[src/rtl/csel_adder_pipe.sv]
// csel_adder_pipe: pipelined carry-select add/sub with valid/ready backpressure.
// Define CSEL_ADD_SAT_EN to clamp the sum to signed max/min on overflow.
module csel_adder_pipe #(
  parameter int WIDTH     = 32,
  parameter int BLK       = 4,
  parameter int PIPE_BLKS = 4
) (
  input  logic             clk,
  input  logic             rst_n,
  input  logic             in_valid,
  output logic             in_ready,
  input  logic [WIDTH-1:0] a,
  input  logic [WIDTH-1:0] b,
  input  logic             cin,
  input  logic             sub,
  output logic             out_valid,
  input  logic             out_ready,
  output logic [WIDTH-1:0] sum,
  output logic             cout,
  output logic             ovf
);
  localparam int NBLK   = WIDTH / BLK;
  localparam int STAGES = NBLK / PIPE_BLKS;
  localparam int SW     = BLK * PIPE_BLKS;
  localparam int L      = STAGES - 1;
  genvar k, j;
  generate
    for (k = 0; k < STAGES; k++) begin : g_st
      // Stage k sees only the operand bits it has not yet consumed.
      localparam int UW = WIDTH - k * SW;
      logic [UW-1:0]         w_ua, w_ub;
      logic [(k+1)*SW-1:0]   w_sn;
      logic [SW-1:0]         w_s;
      logic                  w_ci, w_vi, w_nx, w_ld;
      logic                  r_v, r_c;
      logic [(k+1)*SW-1:0]   r_s;
      if (k == 0) begin : g_in
        assign w_ua = a;
        assign w_ub = sub ? ~b : b;
        assign w_ci = sub | cin;
        assign w_vi = in_valid;
        assign w_sn = w_s;
      end else begin : g_mid
        assign w_ua = g_st[k-1].g_up.r_ua;
        assign w_ub = g_st[k-1].g_up.r_ub;
        assign w_ci = g_st[k-1].r_c;
        assign w_vi = g_st[k-1].r_v;
        assign w_sn = {w_s, g_st[k-1].r_s};
      end
      for (j = 0; j < PIPE_BLKS; j++) begin : g_blk
        logic w_bc, w_co;
        if (j == 0) begin : g_rc
          assign w_bc = w_ci;
          assign {w_co, w_s[BLK-1:0]} = {1'b0, w_ua[BLK-1:0]} + {1'b0, w_ub[BLK-1:0]} + {{BLK{1'b0}}, w_bc};
        end else begin : g_cs
          logic [BLK:0] w_r0, w_r1;
          assign w_bc = g_blk[j-1].w_co;
          assign w_r0 = {1'b0, w_ua[j*BLK+:BLK]} + {1'b0, w_ub[j*BLK+:BLK]};
          assign w_r1 = {1'b0, w_ua[j*BLK+:BLK]} + {1'b0, w_ub[j*BLK+:BLK]} + (BLK+1)'(1);
          assign {w_co, w_s[j*BLK+:BLK]} = w_bc ? w_r1 : w_r0;
        end
      end
      assign w_ld = !r_v || w_nx;
      always_ff @(posedge clk or negedge rst_n)
        if (!rst_n) begin
          r_v <= 1'b0;
          r_c <= 1'b0;
          r_s <= '0;
        end else if (w_ld) begin
          r_v <= w_vi;
          r_c <= g_blk[PIPE_BLKS-1].w_co;
          r_s <= w_sn;
        end
      if (k < L) begin : g_up
        logic [UW-SW-1:0] r_ua, r_ub;
        assign w_nx = g_st[k+1].w_ld;
        always_ff @(posedge clk or negedge rst_n)
          if (!rst_n) begin
            r_ua <= '0;
            r_ub <= '0;
          end else if (w_ld) begin
            r_ua <= w_ua[UW-1:SW];
            r_ub <= w_ub[UW-1:SW];
          end
      end else begin : g_last
        logic r_o;
`ifdef CSEL_ADD_SAT_EN
        logic r_am;
        always_ff @(posedge clk or negedge rst_n)
          if (!rst_n) r_am <= 1'b0;
          else if (w_ld) r_am <= w_ua[UW-1];
`endif
        assign w_nx = out_ready;
        always_ff @(posedge clk or negedge rst_n)
          if (!rst_n) r_o <= 1'b0;
          else if (w_ld) r_o <= (w_ua[UW-1] == w_ub[UW-1]) && (w_s[SW-1] != w_ua[UW-1]);
      end
    end
  endgenerate
  assign in_ready  = g_st[0].w_ld;
  assign out_valid = g_st[L].r_v;
  assign cout      = g_st[L].r_c;
  assign ovf       = g_st[L].g_last.r_o;
`ifdef CSEL_ADD_SAT_EN
  assign sum = ovf ? {g_st[L].g_last.r_am, {(WIDTH-1){~g_st[L].g_last.r_am}}} : g_st[L].r_s;
`else
  assign sum = g_st[L].r_s;
`endif
endmodule

[config.mk]
export PLATFORM = sky130hd
export DESIGN_NAME = csel_adder_pipe
export DESIGN_NICKNAME = d
export VERILOG_FILES = /design/src/rtl/csel_adder_pipe.sv
export SDC_FILE = /design/constraint.sdc
export NUM_CORES = 1
export LEC_CHECK = 0
export CAP_MARGIN = 5
export CORE_AREA = 8 8 112 114
export DETAILED_ROUTE_END_ITERATION = 10
export DIE_AREA = 0 0 120 122
export PLACE_DENSITY = 0.88
export SYNTH_ARGS = -nofsm -noshare
export SYNTH_HDL_FRONTEND = slang
export SYNTH_SLANG_ARGS = --single-unit
[constraint.sdc]
create_clock -name clk -period 2.99 [get_ports clk]
set_input_delay 0.4485 -clock clk [delete_from_list [all_inputs] [get_ports clk]]
set_output_delay 0.4485 -clock clk [all_outputs]
set_load 0.01 [all_outputs]
======== After elaboration in Yosys (flattened, before gate mapping) ========
Cells that the tools add are included.
word-level totals
  input port bits ......................... 70
  register bits after elaboration ......... 85
  word-level logic and storage cells ...... 41
cells by class
  muxes and demuxes ....................... 7
  reduce and logical (&&, ||, !) cells .... 5
  bitwise logic cells ..................... 2
  equality and inequality tests ........... 2
  $add $sub $neg .......................... 16
operators with widths
  cell                                                           count
  4-bit by 4-bit adder with 5-bit output                         8
  32-bit 2-to-1 mux                                              1
  32-bit inverter                                                1
  5-bit by 1-bit adder with 5-bit output, second input constant  6
  5-bit 2-to-1 mux                                               6
  5-bit by 1-bit adder with 5-bit output                         2
  1-bit logical NOT                                              2
  1-bit logical OR                                               2
  1-bit == test                                                  1
  1-bit logical AND                                              1
  1-bit inequality test                                          1
  1-bit OR                                                       1

======== Depth between registers and ports, before layout ========
  depth after elaboration ................. 7
  depth in mapped cells ................... 14

======== Worst setup path before layout ========
Ideal clock, no wire load.
  path kind ............................... input to register
  start point ............................. input sub
  end point ............................... register g_st[0].r_s[15]
  data required time ...................... 2.908 ns
  stages on the path ...................... 14
  setup time .............................. 0.082 ns
  setup slack ............................. -0.600 ns
  buffers on the path ..................... 2
  arrival ................................. 3.508 ns
  path through ............................ clkbuf_1 -> clkbuf_1 -> xnor2_1 -> fa_1 -> inv_1 -> fa_1 -> a21o_1 -> a21o_2 -> and3_1 -> nand3_1 -> nor3b_2 -> xor2_2 -> or3_1 -> a31oi_1
on the way
  cells in the longest elaborated chain, start to end .. 6
  elaborated cells on any way between the ends .. 13
  classes of those cells .................. add/sub: 8; mux: 4; bitwise: 1
RTL lines
  what                                                              RTL line    text
  start: declaration                                                15          input logic sub,
  32-bit 2-to-1 mux                                                 39          assign w_ub = sub ? ~b : b;
  4-bit by 4-bit adder with 5-bit output, on equally long branches  58, 59, 54
  5-bit by 1-bit adder with 5-bit output, on equally long branches  59, 54
  5-bit 2-to-1 mux (2 in a row)                                     60          assign {w_co, w_s[j*BLK+:BLK]} = w_bc ? w_r1 : w_r0;
  5-bit 2-to-1 mux *                                                60
  end signal: assignment                                            72          r_s <= w_sn;
  end: declaration                                                  36          logic [(k+1)*SW-1:0] r_s;
Mark *: on every way between the ends. The rest lies on a longest branch, timed or not.
A chain may end at the register's enable or synchronous reset.

======== Worst setup path after layout ========
  start point ............................. register g_st[0].r_c
  end point ............................... register g_st[1].g_last.r_o, in the netlist ovf
on the way
  cells in the longest elaborated chain, start to end .. 6
RTL lines
  what                                    RTL line  text
  start: declaration                      35        logic r_v, r_c;
  start signal: assignment                71        r_c <= g_blk[PIPE_BLKS-1].w_co;
  5-bit by 1-bit adder with 5-bit output  54        assign {w_co, w_s[BLK-1:0]} = {1'b0, w_ua[BLK-1:0]} + {1'b0, w_ub[BLK-1:0]} + {{BLK{1'b0}}, w_bc};
  5-bit 2-to-1 mux (3 in a row)           60
  1-bit inequality test                   96        else if (w_ld) r_o <= (w_ua[UW-1] == w_ub[UW-1]) && (w_s[SW-1] != w_ua[UW-1]);
  1-bit logical AND                       96
  end signal: assignment                  96
  end: declaration                        86        logic r_o;
No other way between the ends.

==> flow_metrics.py <==
metrics = {
    "global_routing": {
        "grt.overflow.total": 0,
        "grt_use_total": 0.1726,
        "grt_pass1_vias": 4195,
        "grt_pass1_wl_mm": 20.18,
        "antenna_found_initial": 0,
        "grt_max_degree": 86,
    },
    "synth": {
        "synth_top_flop_cell": "dfrtp_1",
        "syn_area_um2": 4960,
        "syn-instance-count": 536,
        "yosysWarningCount": 0,
        "syn_nets": 652,
        "ys_ff_latch": 85,
        "avgSynthCellArea_um2": 9.253,
        "synthArstFlopShare": 1.000,
        "yosysSeqAreaShare": 0.4289,
        "ys_types": 38,
        "synth_edf_count": 0,
    },
    "clocking": {
        "htree_levels": 3,
        "clk_pin_slew_worst_paths_ns": 0.08,
        "cts.path.max_buffers": 2,
        "insertion_delay_ns": 0.35,
        "cts_sinks": 85,
        "root_buffer": "clkbuf_8",
        "cts_buffers": 9,
        "tritoncts": "done",
    },
    "timing": {
        "slew_violations": 0,
        "rsz0062_at_grt": "true",
        "worstMarginPinSlew_ns": 1.053,
        "hold_violations": 0,
        "setup_tns_ns": -0.01794,
        "setup_ws_ns": -0.01794,
        "fmax_mhz": 332.5,
        "skew_ns": 0.007334,
        "final.min_clock_period_ns": 3.008,
        "fin_crit_sh": 1.006,
        "setup_viol": 1,
        "relSlewSlack": 0.2982,
    },
    "die": {
        "die_w_um": 120,
        "io_pins": 106,
        "die-height_um": 122,
        "core_um2": 10700,
        "initial_core_util": 0.4636,
        "dieArea_um2": 14640,
        "rows": 38,
    },
    "critical_path": {
        "cp.required_ns": 3.26,
        "worstSetupPathType": "flop to flop",
        "rr_worst_depth": 11,
        "endpoint_kind": "flop",
        "path_max_fanout": 3,
        "start_kind": "flop",
        "arrival_ns": 3.28,
    },
    "drt": {
        "drt_pass1_iterations": 4,
        "vias_per_cell": 5.028,
        "dr_total_vias": 3997,
        "drc": 0,
        "wl_mm": 12.30,
        "wl_per_cell_um": 15.47,
        "antenna_left": 0,
        "drtIter0Drc": 256,
    },
    "finish": {
        "n_antenna_cell": 0,
        "seq_area_um2": 2127,
        "area_growth_syn_to_layout_pct": 33.27,
        "multi_input_area_um2": 2778,
        "fillers": 877,
        "final_util": 0.6179,
        "nNetsFinal": 766,
        "final_layout_size_suffix_gt1_frac": 0.1099,
    },
    "place": {
        "gp_congestion": 0.7916,
        "dp_hpwl_mm": 9.409,
        "port_buffers": 105,
    },
    "run_status": {
        "status": "complete, but fails checks",
        "violations": "setup timing",
    },
    "pwr": {
        "power_leakage_uw": 0.003045,
        "p_per_area_nw_per_um2": 666.7,
        "max-vdd-ir-drop_v": 0.0002761,
    },
    "min_path": {
        "hold_path_class": "input pin to async pin",
    },
    "job": {
        "maxCapViolCount": 0,
    },
}
[critical path, cell delays in order (launching register included)]
cell and delay (ns):
dfrtp_1 0.37, inv_2 0.07, fa_2 0.41, fa_2 0.37
nand2b_4 0.16, a21oi_4 0.17, nor4b_4 0.31, mux2i_2 0.31
xor2_2 0.22, and4_4 0.28, xnor2_2 0.08, o31ai_2 0.17
[placed cells by master (no fill, tap or decap), types with 5 or more instances in the layout]
master	n
a21o_1	11
a21oi_1	30
buf_4	20
clkbuf_8	11
clkdlybuf4s50_1	101
dfrtp_1	85
fa_1	6
ha_1	34
inv_1	23
nand2_1	134
nand4_1	5
nor2_1	28
o21ai_0	32
o21ai_1	5
xnor2_1	31
xor2_1	31
[metrics by stage]
stage / cell area, um2 / std cells / hold slack [ns] / power [uW] / setup WS, ns
global route: 6610 / 795 / 0.3703 / 4688 / -0.1871
CTS: 6540 / 792 / 0.3128 / 4390 / -0.01769
finish: 6610 / 795 / 0.2311 / 4407 / -0.01794
global placement: 6301 / 776 / 0.4387 / 3355 / -0.3360
detailed placement: 6301 / 776 / 0.4437 / 3467 / -0.4697
floorplan: 5065 / 536 / 0.1529 / 2634 / -0.04290
[power by group]
group          switching (uW)  total, uW  internal [uW]
registers                 196       1660           1460
clock network             396        910            514
logic                     896       1840            944
total                    1490       4410           2920
[cells by family after synthesis]
| group | Yosys count | share of synthesized area |
|---|---|---|
| simple gates | 196 | 0.1683 |
| compound gates | 88 | 0.1007 |
| flops | 85 | 0.4289 |
| xor+xnor | 68 | 0.1246 |
| buf+inv | 48 | 0.03633 |
| fa+ha+maj | 46 | 0.1312 |
| mux | 5 | 0.01009 |
[Yosys cell counts (all sizes together), types with 3 or more instances]
| cell type | instances | share of area |
|---|---|---|
| nand3 | 5 | 0.0050 |
| nand2b | 5 | 0.0063 |
| mux2i | 5 | 0.010 |
| clkbuf | 20 | 0.015 |
| nand2 | 134 | 0.10 |
| nor2 | 29 | 0.022 |
| nand4 | 5 | 0.0063 |
| dfrtp | 85 | 0.43 |
| xnor2 | 34 | 0.062 |
| xor2 | 34 | 0.063 |
| and3 | 4 | 0.0053 |
| inv | 26 | 0.020 |
| o21ai | 37 | 0.037 |
| ha | 36 | 0.091 |
| nor2b | 3 | 0.0038 |
| a21o | 12 | 0.018 |
| fa | 10 | 0.040 |
| a21oi | 35 | 0.038 |
[layer usage]
| layer | up-vias | part of all wire | wire (um) | GRT usage |
|---|---|---|---|---|
| met1 | 1896 | 0.42 | 5143 | 0.2040 |
| met5 | - | 0 | 0 | 0 |
| li1 | 1973 | - | - | - |
| met4 | 0 | 0.022 | 273 | 0.07182 |
| met2 | 108 | 0.51 | 6330 | 0.3049 |
| met3 | 20 | 0.045 | 554 | 0.03100 |
[cell type report]
type	count	share of cell area
sequential	85	0.3218
multi-input combinational	403	0.4202
inverter	26	0.01476
clock buffer	12	0.02347
timing repair buffer	125	0.1827
clock inverter	4	0.01060
tap	140	0.02650
[repair_timing]
item | CTS | global route
setup buffers | 0 | 3
endpoints found under the setup margin | 10 | 13
gates resized for setup | 4 | 11
hold buffers | 0 | 0
pin swaps | 4 | 10
[state kept, by name, indices dropped and copies added (netlist names)]
register        count
g_st.g_up.r_ub     16
out_valid           1
cout                1
sum                32
g_st.r_s           16
ovf                 1
g_st.g_up.r_ua     16
g_st.r_c            1
g_st.r_v            1
[path summary, 6_finish.rpt]
check                                                   end                     from  slack, ns
max                                         ovf$_DFFE_PN0P_  g_st[0].r_c$_DFFE_PN0P_      -0.02
min                        g_st[0].g_up.r_ub[4]$_DFFE_PN0P_                    rst_n       0.23
max reg2reg                                 ovf$_DFFE_PN0P_  g_st[0].r_c$_DFFE_PN0P_      -0.02
min reg2reg                           out_valid$_DFFE_PN0P_  g_st[0].r_v$_DFFE_PN0P_       0.46
max in group asynchronous  g_st[0].g_up.r_ub[1]$_DFFE_PN0P_                    rst_n       2.03
min in group clk                      out_valid$_DFFE_PN0P_  g_st[0].r_v$_DFFE_PN0P_       0.46
(Power assumes the default switching activity.)
